--- config.mk ---
export PLATFORM = sky130hd
export DESIGN_NAME = xcvr_reset_seq_flat
export DESIGN_NICKNAME = d
export VERILOG_FILES = /design/src/rtl/xcvr_reset_seq_pkg.sv /design/src/rtl/xcvr_reset_seq_if.sv /design/src/rtl/xcvr_reset_seq_sync.sv /design/src/rtl/xcvr_reset_seq.sv /design/src/flat_wrapper.sv
export SDC_FILE = /design/constraint.sdc
export NUM_CORES = 1
export LEC_CHECK = 0
export CORE_MARGIN = 4
export CORE_UTILIZATION = 56
export CTS_BUF_LIST = sky130_fd_sc_hd__clkbuf_4 sky130_fd_sc_hd__clkbuf_8 sky130_fd_sc_hd__clkbuf_16
export DETAILED_ROUTE_END_ITERATION = 10
export DONT_BUFFER_PORTS = 1
export GPL_ROUTABILITY_DRIVEN = 0
export PLACE_DENSITY = 0.68
export SYNTH_ARGS = -nofsm -noshare
export SYNTH_HDL_FRONTEND = slang
export SYNTH_SLANG_ARGS = --single-unit
--- constraint.sdc ---
create_clock -name reconfig_clk -period 6.3 [get_ports reconfig_clk]
set_input_delay 0.63 -clock reconfig_clk [delete_from_list [all_inputs] [get_ports reconfig_clk]]
set_output_delay 0.63 -clock reconfig_clk [all_outputs]
set_load 0.02 [all_outputs]
--- src/rtl/xcvr_reset_seq_pkg.sv ---
// rtl/xcvr_reset_seq_pkg.sv - shared types, defaults and helpers for the transceiver reset sequencer
package xcvr_reset_pkg;

  localparam int DEF_SYNC_STAGES    = 2;
  localparam int DEF_MIN_RST_CYCLES = 100;
  localparam int DEF_TX_DIG_DLY     = 20;
  localparam int DEF_RX_LTD_DLY     = 4000;
  localparam int DEF_STAT_TIMEOUT   = 1000;

  typedef enum logic [2:0] {
    T_RESET, T_WAIT, T_ANA, T_DLY, T_DIG, T_RDY
  } tx_state_t;

  typedef enum logic [2:0] {
    R_RESET, R_WAIT, R_ANA, R_LTD, R_DIG, R_RDY
  } rx_state_t;

  function automatic int clog2(input int v);
    int r;
    r = 0;
    for (int i = 0; i < 31; i++) begin
      if ((32'sd1 <<< i) < v) r = i + 1;
    end
    return r;
  endfunction

  function automatic int max4(input int a, input int b, input int c, input int d);
    int m;
    m = a;
    if (b > m) m = b;
    if (c > m) m = c;
    if (d > m) m = d;
    return m;
  endfunction

endpackage

--- src/rtl/xcvr_reset_seq_if.sv ---
// rtl/xcvr_reset_seq_if.sv - PHY reset/status bundle between the sequencer (master) and the PHY (slave)
interface xcvr_reset_seq_if;

  logic pll_locked;
  logic tx_rst_req;
  logic rx_rst_req;
  logic tx_cal_busy;
  logic rx_cal_busy;
  logic tx_analogreset_stat;
  logic tx_digitalreset_stat;
  logic rx_analogreset_stat;
  logic rx_digitalreset_stat;
  logic rx_is_lockedtodata;
  logic tx_analogreset;
  logic tx_digitalreset;
  logic rx_analogreset;
  logic rx_digitalreset;
  logic tx_ready;
  logic rx_ready;
  logic stat_err;

  modport master (
    input  pll_locked, tx_rst_req, rx_rst_req, tx_cal_busy, rx_cal_busy,
           tx_analogreset_stat, tx_digitalreset_stat,
           rx_analogreset_stat, rx_digitalreset_stat, rx_is_lockedtodata,
    output tx_analogreset, tx_digitalreset, rx_analogreset, rx_digitalreset,
           tx_ready, rx_ready, stat_err
  );

  modport slave (
    output pll_locked, tx_rst_req, rx_rst_req, tx_cal_busy, rx_cal_busy,
           tx_analogreset_stat, tx_digitalreset_stat,
           rx_analogreset_stat, rx_digitalreset_stat, rx_is_lockedtodata,
    input  tx_analogreset, tx_digitalreset, rx_analogreset, rx_digitalreset,
           tx_ready, rx_ready, stat_err
  );

endinterface

--- src/rtl/xcvr_reset_seq_sync.sv ---
// rtl/xcvr_reset_seq_sync.sv - STAGES-deep single-bit synchroniser for PHY status inputs
module xcvr_reset_sync #(
  parameter int STAGES = 2
) (
  input  logic clk_i,
  input  logic rst_i,
  input  logic d_i,
  output logic q_o
);

  logic [STAGES-1:0] sync_q;

  always_ff @(posedge clk_i) begin
    if (rst_i) begin
      sync_q <= '0;
    end else begin
      sync_q[0] <= d_i;
      for (int i = 1; i < STAGES; i++) sync_q[i] <= sync_q[i-1];
    end
  end

  assign q_o = sync_q[STAGES-1];

endmodule

--- src/rtl/xcvr_reset_seq.sv ---
// rtl/xcvr_reset_seq.sv - TX/RX reset sequencer for one native PHY channel; optional XCVR_RST_STAT_TIMEOUT_EN
module xcvr_reset_seq
  import xcvr_reset_pkg::*;
#(
  parameter int SYNC_STAGES    = DEF_SYNC_STAGES,
  parameter int MIN_RST_CYCLES = DEF_MIN_RST_CYCLES,
  parameter int TX_DIG_DLY     = DEF_TX_DIG_DLY,
  parameter int RX_LTD_DLY     = DEF_RX_LTD_DLY,
  parameter int STAT_TIMEOUT   = DEF_STAT_TIMEOUT
) (
  input  logic              reconfig_clk,
  input  logic              reconfig_reset,
  xcvr_reset_seq_if.master  phy
);

  localparam int TW = clog2(max4(MIN_RST_CYCLES, TX_DIG_DLY, RX_LTD_DLY, STAT_TIMEOUT)) + 1;
  typedef logic [TW-1:0] tmr_t;

  localparam tmr_t MIN_LAST = tmr_t'(MIN_RST_CYCLES - 1);
  localparam tmr_t DIG_LOAD = tmr_t'(TX_DIG_DLY);
  localparam tmr_t LTD_LAST = tmr_t'(RX_LTD_DLY - 1);

  function automatic tmr_t sat_inc(input tmr_t v);
    return (v == '1) ? v : v + tmr_t'(1);
  endfunction

  logic [7:0] async_in;
  logic [7:0] sync_s;

  assign async_in = {phy.rx_is_lockedtodata, phy.rx_digitalreset_stat,
                     phy.rx_analogreset_stat, phy.tx_digitalreset_stat,
                     phy.tx_analogreset_stat, phy.rx_cal_busy,
                     phy.tx_cal_busy, phy.pll_locked};

  for (genvar g = 0; g < 8; g++) begin : g_sync
    xcvr_reset_sync #(.STAGES(SYNC_STAGES)) u_sync (
      .clk_i (reconfig_clk),
      .rst_i (reconfig_reset),
      .d_i   (async_in[g]),
      .q_o   (sync_s[g])
    );
  end

  logic pll_s, tx_cal_s, rx_cal_s, tx_as_s, tx_ds_s, rx_as_s, rx_ds_s, ltd_s;
  assign {ltd_s, rx_ds_s, rx_as_s, tx_ds_s, tx_as_s, rx_cal_s, tx_cal_s, pll_s} = sync_s;

  tx_state_t tx_state_q, tx_state_d;
  rx_state_t rx_state_q, rx_state_d;
  tmr_t      tx_tmr_q, tx_tmr_d;
  tmr_t      rx_tmr_q, rx_tmr_d;
  logic      tx_ar_q, tx_dr_q, tx_ready_q;
  logic      rx_ar_q, rx_dr_q, rx_ready_q;
  logic      tx_abort, rx_ltd_loss;
  logic      tx_wd_to, rx_wd_to;

  assign tx_abort    = (tx_state_q != T_RESET) && (!pll_s || phy.tx_rst_req);
  assign rx_ltd_loss = (rx_state_q inside {R_DIG, R_RDY}) && !ltd_s;

  always_comb begin
    tx_state_d = tx_state_q;
    tx_tmr_d   = tx_tmr_q;
    if (tx_abort || tx_wd_to) begin
      tx_state_d = T_RESET;
      tx_tmr_d   = '0;
    end else begin
      case (tx_state_q)
        T_RESET: begin
          if (phy.tx_rst_req) begin
            tx_tmr_d = '0;
          end else if (tx_tmr_q == MIN_LAST) begin
            tx_state_d = T_WAIT;
            tx_tmr_d   = '0;
          end else begin
            tx_tmr_d = sat_inc(tx_tmr_q);
          end
        end
        T_WAIT: if (pll_s && !tx_cal_s && tx_as_s) tx_state_d = T_ANA;
        T_ANA: begin
          if (!tx_as_s) begin
            tx_state_d = T_DLY;
            tx_tmr_d   = DIG_LOAD;
          end
        end
        // T_DLY spans exactly TX_DIG_DLY cycles: leave on the cycle the count would hit zero.
        T_DLY: begin
          if (tx_tmr_q <= tmr_t'(1)) begin
            tx_state_d = T_DIG;
            tx_tmr_d   = '0;
          end else begin
            tx_tmr_d = tx_tmr_q - tmr_t'(1);
          end
        end
        T_DIG: if (!tx_ds_s) tx_state_d = T_RDY;
        T_RDY: ;
        default: begin
          tx_state_d = T_RESET;
          tx_tmr_d   = '0;
        end
      endcase
    end
  end

  always_ff @(posedge reconfig_clk) begin
    if (reconfig_reset) begin
      tx_state_q <= T_RESET;
      tx_tmr_q   <= '0;
      tx_ar_q    <= 1'b1;
      tx_dr_q    <= 1'b1;
      tx_ready_q <= 1'b0;
    end else begin
      tx_state_q <= tx_state_d;
      tx_tmr_q   <= tx_tmr_d;
      tx_ar_q    <= tx_state_d inside {T_RESET, T_WAIT};
      tx_dr_q    <= !(tx_state_d inside {T_DIG, T_RDY});
      tx_ready_q <= (tx_state_d == T_RDY);
    end
  end

  // Reset request outranks lockedtodata loss, which outranks the watchdog.
  always_comb begin
    rx_state_d = rx_state_q;
    rx_tmr_d   = rx_tmr_q;
    if (phy.rx_rst_req) begin
      rx_state_d = R_RESET;
      rx_tmr_d   = '0;
    end else if (rx_ltd_loss) begin
      rx_state_d = R_LTD;
      rx_tmr_d   = '0;
    end else if (rx_wd_to) begin
      rx_state_d = R_RESET;
      rx_tmr_d   = '0;
    end else begin
      case (rx_state_q)
        R_RESET: begin
          if (rx_tmr_q == MIN_LAST) begin
            rx_state_d = R_WAIT;
            rx_tmr_d   = '0;
          end else begin
            rx_tmr_d = sat_inc(rx_tmr_q);
          end
        end
        R_WAIT: if (!rx_cal_s && rx_as_s) rx_state_d = R_ANA;
        R_ANA: begin
          if (!rx_as_s) begin
            rx_state_d = R_LTD;
            rx_tmr_d   = '0;
          end
        end
        R_LTD: begin
          if (!ltd_s) begin
            rx_tmr_d = '0;
          end else if (rx_tmr_q == LTD_LAST) begin
            rx_state_d = R_DIG;
            rx_tmr_d   = '0;
          end else begin
            rx_tmr_d = sat_inc(rx_tmr_q);
          end
        end
        R_DIG: if (!rx_ds_s) rx_state_d = R_RDY;
        R_RDY: ;
        default: begin
          rx_state_d = R_RESET;
          rx_tmr_d   = '0;
        end
      endcase
    end
  end

  always_ff @(posedge reconfig_clk) begin
    if (reconfig_reset) begin
      rx_state_q <= R_RESET;
      rx_tmr_q   <= '0;
      rx_ar_q    <= 1'b1;
      rx_dr_q    <= 1'b1;
      rx_ready_q <= 1'b0;
    end else begin
      rx_state_q <= rx_state_d;
      rx_tmr_q   <= rx_tmr_d;
      rx_ar_q    <= rx_state_d inside {R_RESET, R_WAIT};
      rx_dr_q    <= !(rx_state_d inside {R_DIG, R_RDY});
      rx_ready_q <= (rx_state_d == R_RDY);
    end
  end

`ifdef XCVR_RST_STAT_TIMEOUT_EN
  localparam tmr_t WD_LAST = tmr_t'(STAT_TIMEOUT - 1);

  tmr_t tx_wd_q, rx_wd_q;
  logic stat_err_q;
  logic tx_watched, rx_watched, tx_wd_fire, rx_wd_fire;

  assign tx_watched = tx_state_q inside {T_WAIT, T_ANA, T_DIG};
  assign rx_watched = rx_state_q inside {R_WAIT, R_ANA, R_DIG};
  assign tx_wd_to   = tx_watched && (tx_wd_q == WD_LAST);
  assign rx_wd_to   = rx_watched && (rx_wd_q == WD_LAST);
  assign tx_wd_fire = tx_wd_to && !tx_abort;
  assign rx_wd_fire = rx_wd_to && !phy.rx_rst_req && !rx_ltd_loss;

  always_ff @(posedge reconfig_clk) begin
    if (reconfig_reset) begin
      tx_wd_q    <= '0;
      rx_wd_q    <= '0;
      stat_err_q <= 1'b0;
    end else begin
      tx_wd_q <= (tx_state_d != tx_state_q || !tx_watched) ? '0 : sat_inc(tx_wd_q);
      rx_wd_q <= (rx_state_d != rx_state_q || !rx_watched) ? '0 : sat_inc(rx_wd_q);
      if (tx_wd_fire || rx_wd_fire) stat_err_q <= 1'b1;
    end
  end

  assign phy.stat_err = stat_err_q;
`else
  assign tx_wd_to     = 1'b0;
  assign rx_wd_to     = 1'b0;
  assign phy.stat_err = 1'b0;
`endif

  assign phy.tx_analogreset  = tx_ar_q;
  assign phy.tx_digitalreset = tx_dr_q;
  assign phy.tx_ready        = tx_ready_q;
  assign phy.rx_analogreset  = rx_ar_q;
  assign phy.rx_digitalreset = rx_dr_q;
  assign phy.rx_ready        = rx_ready_q;

endmodule

--- src/flat_wrapper.sv ---
// flat-port wrapper written by rule: the top's interface ports become plain ports
module xcvr_reset_seq_flat import xcvr_reset_pkg::*;
#(
  parameter int SYNC_STAGES    = DEF_SYNC_STAGES,
  parameter int MIN_RST_CYCLES = DEF_MIN_RST_CYCLES,
  parameter int TX_DIG_DLY     = DEF_TX_DIG_DLY,
  parameter int RX_LTD_DLY     = DEF_RX_LTD_DLY,
  parameter int STAT_TIMEOUT   = DEF_STAT_TIMEOUT
)
  (reconfig_clk, reconfig_reset, phy_pll_locked, phy_tx_rst_req, phy_rx_rst_req, phy_tx_cal_busy, phy_rx_cal_busy, phy_tx_analogreset_stat, phy_tx_digitalreset_stat, phy_rx_analogreset_stat, phy_rx_digitalreset_stat, phy_rx_is_lockedtodata, phy_tx_analogreset, phy_tx_digitalreset, phy_rx_analogreset, phy_rx_digitalreset, phy_tx_ready, phy_rx_ready, phy_stat_err);
  xcvr_reset_seq_if phy_i ();
  input  logic reconfig_clk;
  input  logic reconfig_reset;
  input wire logic [$bits(phy_i.pll_locked)-1:0] phy_pll_locked;
  input wire logic [$bits(phy_i.tx_rst_req)-1:0] phy_tx_rst_req;
  input wire logic [$bits(phy_i.rx_rst_req)-1:0] phy_rx_rst_req;
  input wire logic [$bits(phy_i.tx_cal_busy)-1:0] phy_tx_cal_busy;
  input wire logic [$bits(phy_i.rx_cal_busy)-1:0] phy_rx_cal_busy;
  input wire logic [$bits(phy_i.tx_analogreset_stat)-1:0] phy_tx_analogreset_stat;
  input wire logic [$bits(phy_i.tx_digitalreset_stat)-1:0] phy_tx_digitalreset_stat;
  input wire logic [$bits(phy_i.rx_analogreset_stat)-1:0] phy_rx_analogreset_stat;
  input wire logic [$bits(phy_i.rx_digitalreset_stat)-1:0] phy_rx_digitalreset_stat;
  input wire logic [$bits(phy_i.rx_is_lockedtodata)-1:0] phy_rx_is_lockedtodata;
  output wire logic [$bits(phy_i.tx_analogreset)-1:0] phy_tx_analogreset;
  output wire logic [$bits(phy_i.tx_digitalreset)-1:0] phy_tx_digitalreset;
  output wire logic [$bits(phy_i.rx_analogreset)-1:0] phy_rx_analogreset;
  output wire logic [$bits(phy_i.rx_digitalreset)-1:0] phy_rx_digitalreset;
  output wire logic [$bits(phy_i.tx_ready)-1:0] phy_tx_ready;
  output wire logic [$bits(phy_i.rx_ready)-1:0] phy_rx_ready;
  output wire logic [$bits(phy_i.stat_err)-1:0] phy_stat_err;
  assign phy_i.pll_locked = phy_pll_locked;
  assign phy_i.tx_rst_req = phy_tx_rst_req;
  assign phy_i.rx_rst_req = phy_rx_rst_req;
  assign phy_i.tx_cal_busy = phy_tx_cal_busy;
  assign phy_i.rx_cal_busy = phy_rx_cal_busy;
  assign phy_i.tx_analogreset_stat = phy_tx_analogreset_stat;
  assign phy_i.tx_digitalreset_stat = phy_tx_digitalreset_stat;
  assign phy_i.rx_analogreset_stat = phy_rx_analogreset_stat;
  assign phy_i.rx_digitalreset_stat = phy_rx_digitalreset_stat;
  assign phy_i.rx_is_lockedtodata = phy_rx_is_lockedtodata;
  assign phy_tx_analogreset = phy_i.tx_analogreset;
  assign phy_tx_digitalreset = phy_i.tx_digitalreset;
  assign phy_rx_analogreset = phy_i.rx_analogreset;
  assign phy_rx_digitalreset = phy_i.rx_digitalreset;
  assign phy_tx_ready = phy_i.tx_ready;
  assign phy_rx_ready = phy_i.rx_ready;
  assign phy_stat_err = phy_i.stat_err;
  xcvr_reset_seq #(.SYNC_STAGES(SYNC_STAGES), .MIN_RST_CYCLES(MIN_RST_CYCLES), .TX_DIG_DLY(TX_DIG_DLY), .RX_LTD_DLY(RX_LTD_DLY), .STAT_TIMEOUT(STAT_TIMEOUT)) u_core (.reconfig_clk(reconfig_clk), .reconfig_reset(reconfig_reset), .phy(phy_i));
endmodule
==> impl_metrics.toml <==
[placed_design]
port_buffers = 0
dp_slack_ps = 3550
dp_hpwl_um = 4410

[synth]
synth_top_family_by_area = "simple AND/OR/NAND/NOR gates"
synthArstFlopShare_pct = 0
synth_area_per_cell_um2 = 8.39
ys_warn_count = 0
synth.most_common_cell = "dfxtp_1"
synth-xor-area-share_pct = 3.89
synthCells = 349
synth.distinct_cells = 65
synthTopCellsByArea = "dfxtp_1 (37%), nor2_1 (4.4%), nor2b_1 (4.1%), nor3_1 (3.1%), nand3_1 (2.7%)"
synthSimpleGateAreaFrac_pct = 30.7
synth_edf_count = 0
syn_nets = 365
syn_area_um2 = 2930
netlist.area_leader.share_pct = 36.9
synth_top_area_cell = "dfxtp_1"
ys_seq_area_share_pct = 36.9
synth_commonest_cells = "dfxtp_1 (54), nor2_1 (34), nand2_1 (20)"
synth-seq-cells = 54
yosys-mux-area-fraction_pct = 0.342
synthAdderAreaFrac_pct = 1.71
synth_compound_area_share_pct = 20.7
synth_ff_type = "dfxtp_1"

[critical_path]
worstPathArrival_ps = 3020
crit_path_start_kind = "flop"
cp_max_fo = 11
slowest_stage = "or4_1"
slowest_delay_ps = 660
path_cells = "ha_1 > nand3_1 > or4_1 > o21ai_1 > nor2_1 > a221o_1"
end_kind = "flop"
worstPathRequired_ps = 6510
criticalPathCategory = "reg -> reg"

[power_and_ir_drop]
power.density_nw_per_um2 = 192
fin_total_pwr_uw = 576
max-vdd-ir-drop_mv = 0.112
leakage_nw = 1.00

[timing]
drv_slew = 0
setup_viol = 0
slew_headroom_pct = 40.0
fin_setup_tns_ps = 0
fin_crit_sh_pct = 44.6
worst_slew_pin_slew_ps = 897
post-route-min-period_ps = 2810
rsz0062_at_grt = "no"
max_freq_mhz = 356
hold_violations = 0
setup_slack_ps = 3490
finalClockSkew_ps = 11.7

[min_path]
hp-class = "in -> reg"

[die]
start_util_pct = 57.7
die_h_um = 80.3
dieArea_um2 = 6450
pin_count = 19
coreArea_um2 = 5070
rows = 26
die_w_um = 80.3

[clock_network]
cts_tree = "built"
cts_setup_buffers = 0
cts_buffers = 5
post_cts_resized = 0
insertion_delay_ps = 310
cts_root_buf = "clkbuf_8"
cts_buffer_depth = 2
clk_pin_slew_worst_paths_ps = 100
hold_buffers = 0
htree_levels = 2
cts_sinks = 54

[cells_and_area]
layout.nets = 353
area_growth_pct = 2.52
drive_above_1_share_pct = 6.23
seqCellArea_um2 = 1080
antenna_cells = 0
multiInputGateArea_um2 = 1680
fill_cells = 494

[global_routing]
grt-ovfl-total = 0
grt.total_usage_pct = 20.4
grt_pass1_wl_um = 10500
grt_pass1_vias = 2215
antenna_found_initial = 0
grt_max_degree = 25

[route]
drc = 0
drt-total-wl_um = 6380
firstDrtPassIters = 6
wl_per_cell_um = 15.7
vias = 2552
detail-route-antenna-nets = 0
first_iter_violations = 269
avgViaCountPerCell = 6.27

[status]
status = "finished, final reports clean"

[job]
max_cap_viol_count = 0
[through the flow]
stage                     cells  utilization, %  cell area, µm²  hold slack [ps]
after floorplan             349               -            2930              405
after global placement      400            57.5            2920              418
after detailed placement    400            57.5            2920              425
after CTS                   407            59.1            3000              367
after global routing        407            59.1            3000              358
final                       407            59.1            3000              377
[worst max-delay path, delay by kind of cell (launching register included)]
family                     cells  cell delay, ps
AOI/OAI and AO/OA              2             830
adders and majority gates      1             300
DFF                            1             540
and+or+nand+nor                3            1020
[worst paths after layout]
kind                                                         from                           endpoint  slack, ps  cells after the start
worst max-delay path                           u_core.tx_tmr_q[1]                 u_core.tx_tmr_q[7]       3490                      6
worst min register to register  u_core.g_sync[0].u_sync.sync_q[0]  u_core.g_sync[0].u_sync.sync_q[1]        440                      1
worst max register to register                 u_core.tx_tmr_q[1]                 u_core.tx_tmr_q[7]       3490                      6
worst min-delay path                               reconfig_reset  u_core.g_sync[4].u_sync.sync_q[1]        380                      1
[power by group]
part           total [mW]  switching, mW  internal [mW]
logic              0.0345         0.0213         0.0132
registers           0.353        0.00548          0.348
clock network       0.189          0.111         0.0771
total               0.576          0.138          0.438
[layout by cell type (no fill, tap or decap), types with 3 or more instances in the layout]
cell type / instances
a31oi_1: 4
or4_1: 4
ha_1: 4
nor3_1: 18
o2bb2ai_1: 4
o21ba_2: 3
a21oi_1: 13
nor4_1: 12
nand4_1: 5
nand3_1: 16
clkbuf_8: 5
and3_1: 3
a211oi_1: 6
dfxtp_1: 54
a221oi_1: 3
o21ai_0: 13
xnor2_1: 9
nor4b_1: 3
nand2_1: 20
xor2_1: 4
o211ai_1: 5
nor2b_1: 19
or3_1: 4
nor2_1: 34
inv_1: 14
o31ai_1: 3
nor3b_1: 4
o21a_1: 3
[sequential cells by signal (all words and copies together), names as in the netlist]
name,flops
u_core.tx_tmr_q,13
u_core.phy.rx_digitalreset,1
u_core.phy.tx_digitalreset,1
u_core.phy.tx_ready,1
u_core.phy.tx_analogreset,1
u_core.tx_state_q,3
u_core.phy.rx_analogreset,1
u_core.rx_tmr_q,13
u_core.phy.rx_ready,1
u_core.g_sync.u_sync.sync_q,16
u_core.rx_state_q,3
[routing by layer]
metal  part of all wire [%]  global-route usage (%)  vias up
met5                      0                       0        -
met4                    1.6                    8.11        0
met2                     48                    32.7       94
li1                       -                       -     1257
met1                     45                    27.3     1189
met3                    5.3                    3.36       12
[kinds of logic (layout without fill, tap and decap cells)]
group / Yosys count / count (layout)
AO/OA/AOI/OAI: 81 / 81
XOR/XNOR: 13 / 13
adder cells (fa/ha/maj): 4 / 4
buffers and inverters: 35 / 23
flip-flops: 54 / 54
multiplexers: 1 / 1
other: 1 / 1
AND/OR/NAND/NOR: 160 / 160
[cell type report]
cell class,count,share of cell area (%)
Inverter,14,1.75
Clock buffer,5,2.29
Tap cell,70,2.92
Multi-Input combinational cell,260,56.0
Clock inverter,2,0.459
Sequential cell,54,36.0
Timing Repair Buffer,2,0.500
(Power assumes the default switching activity.)
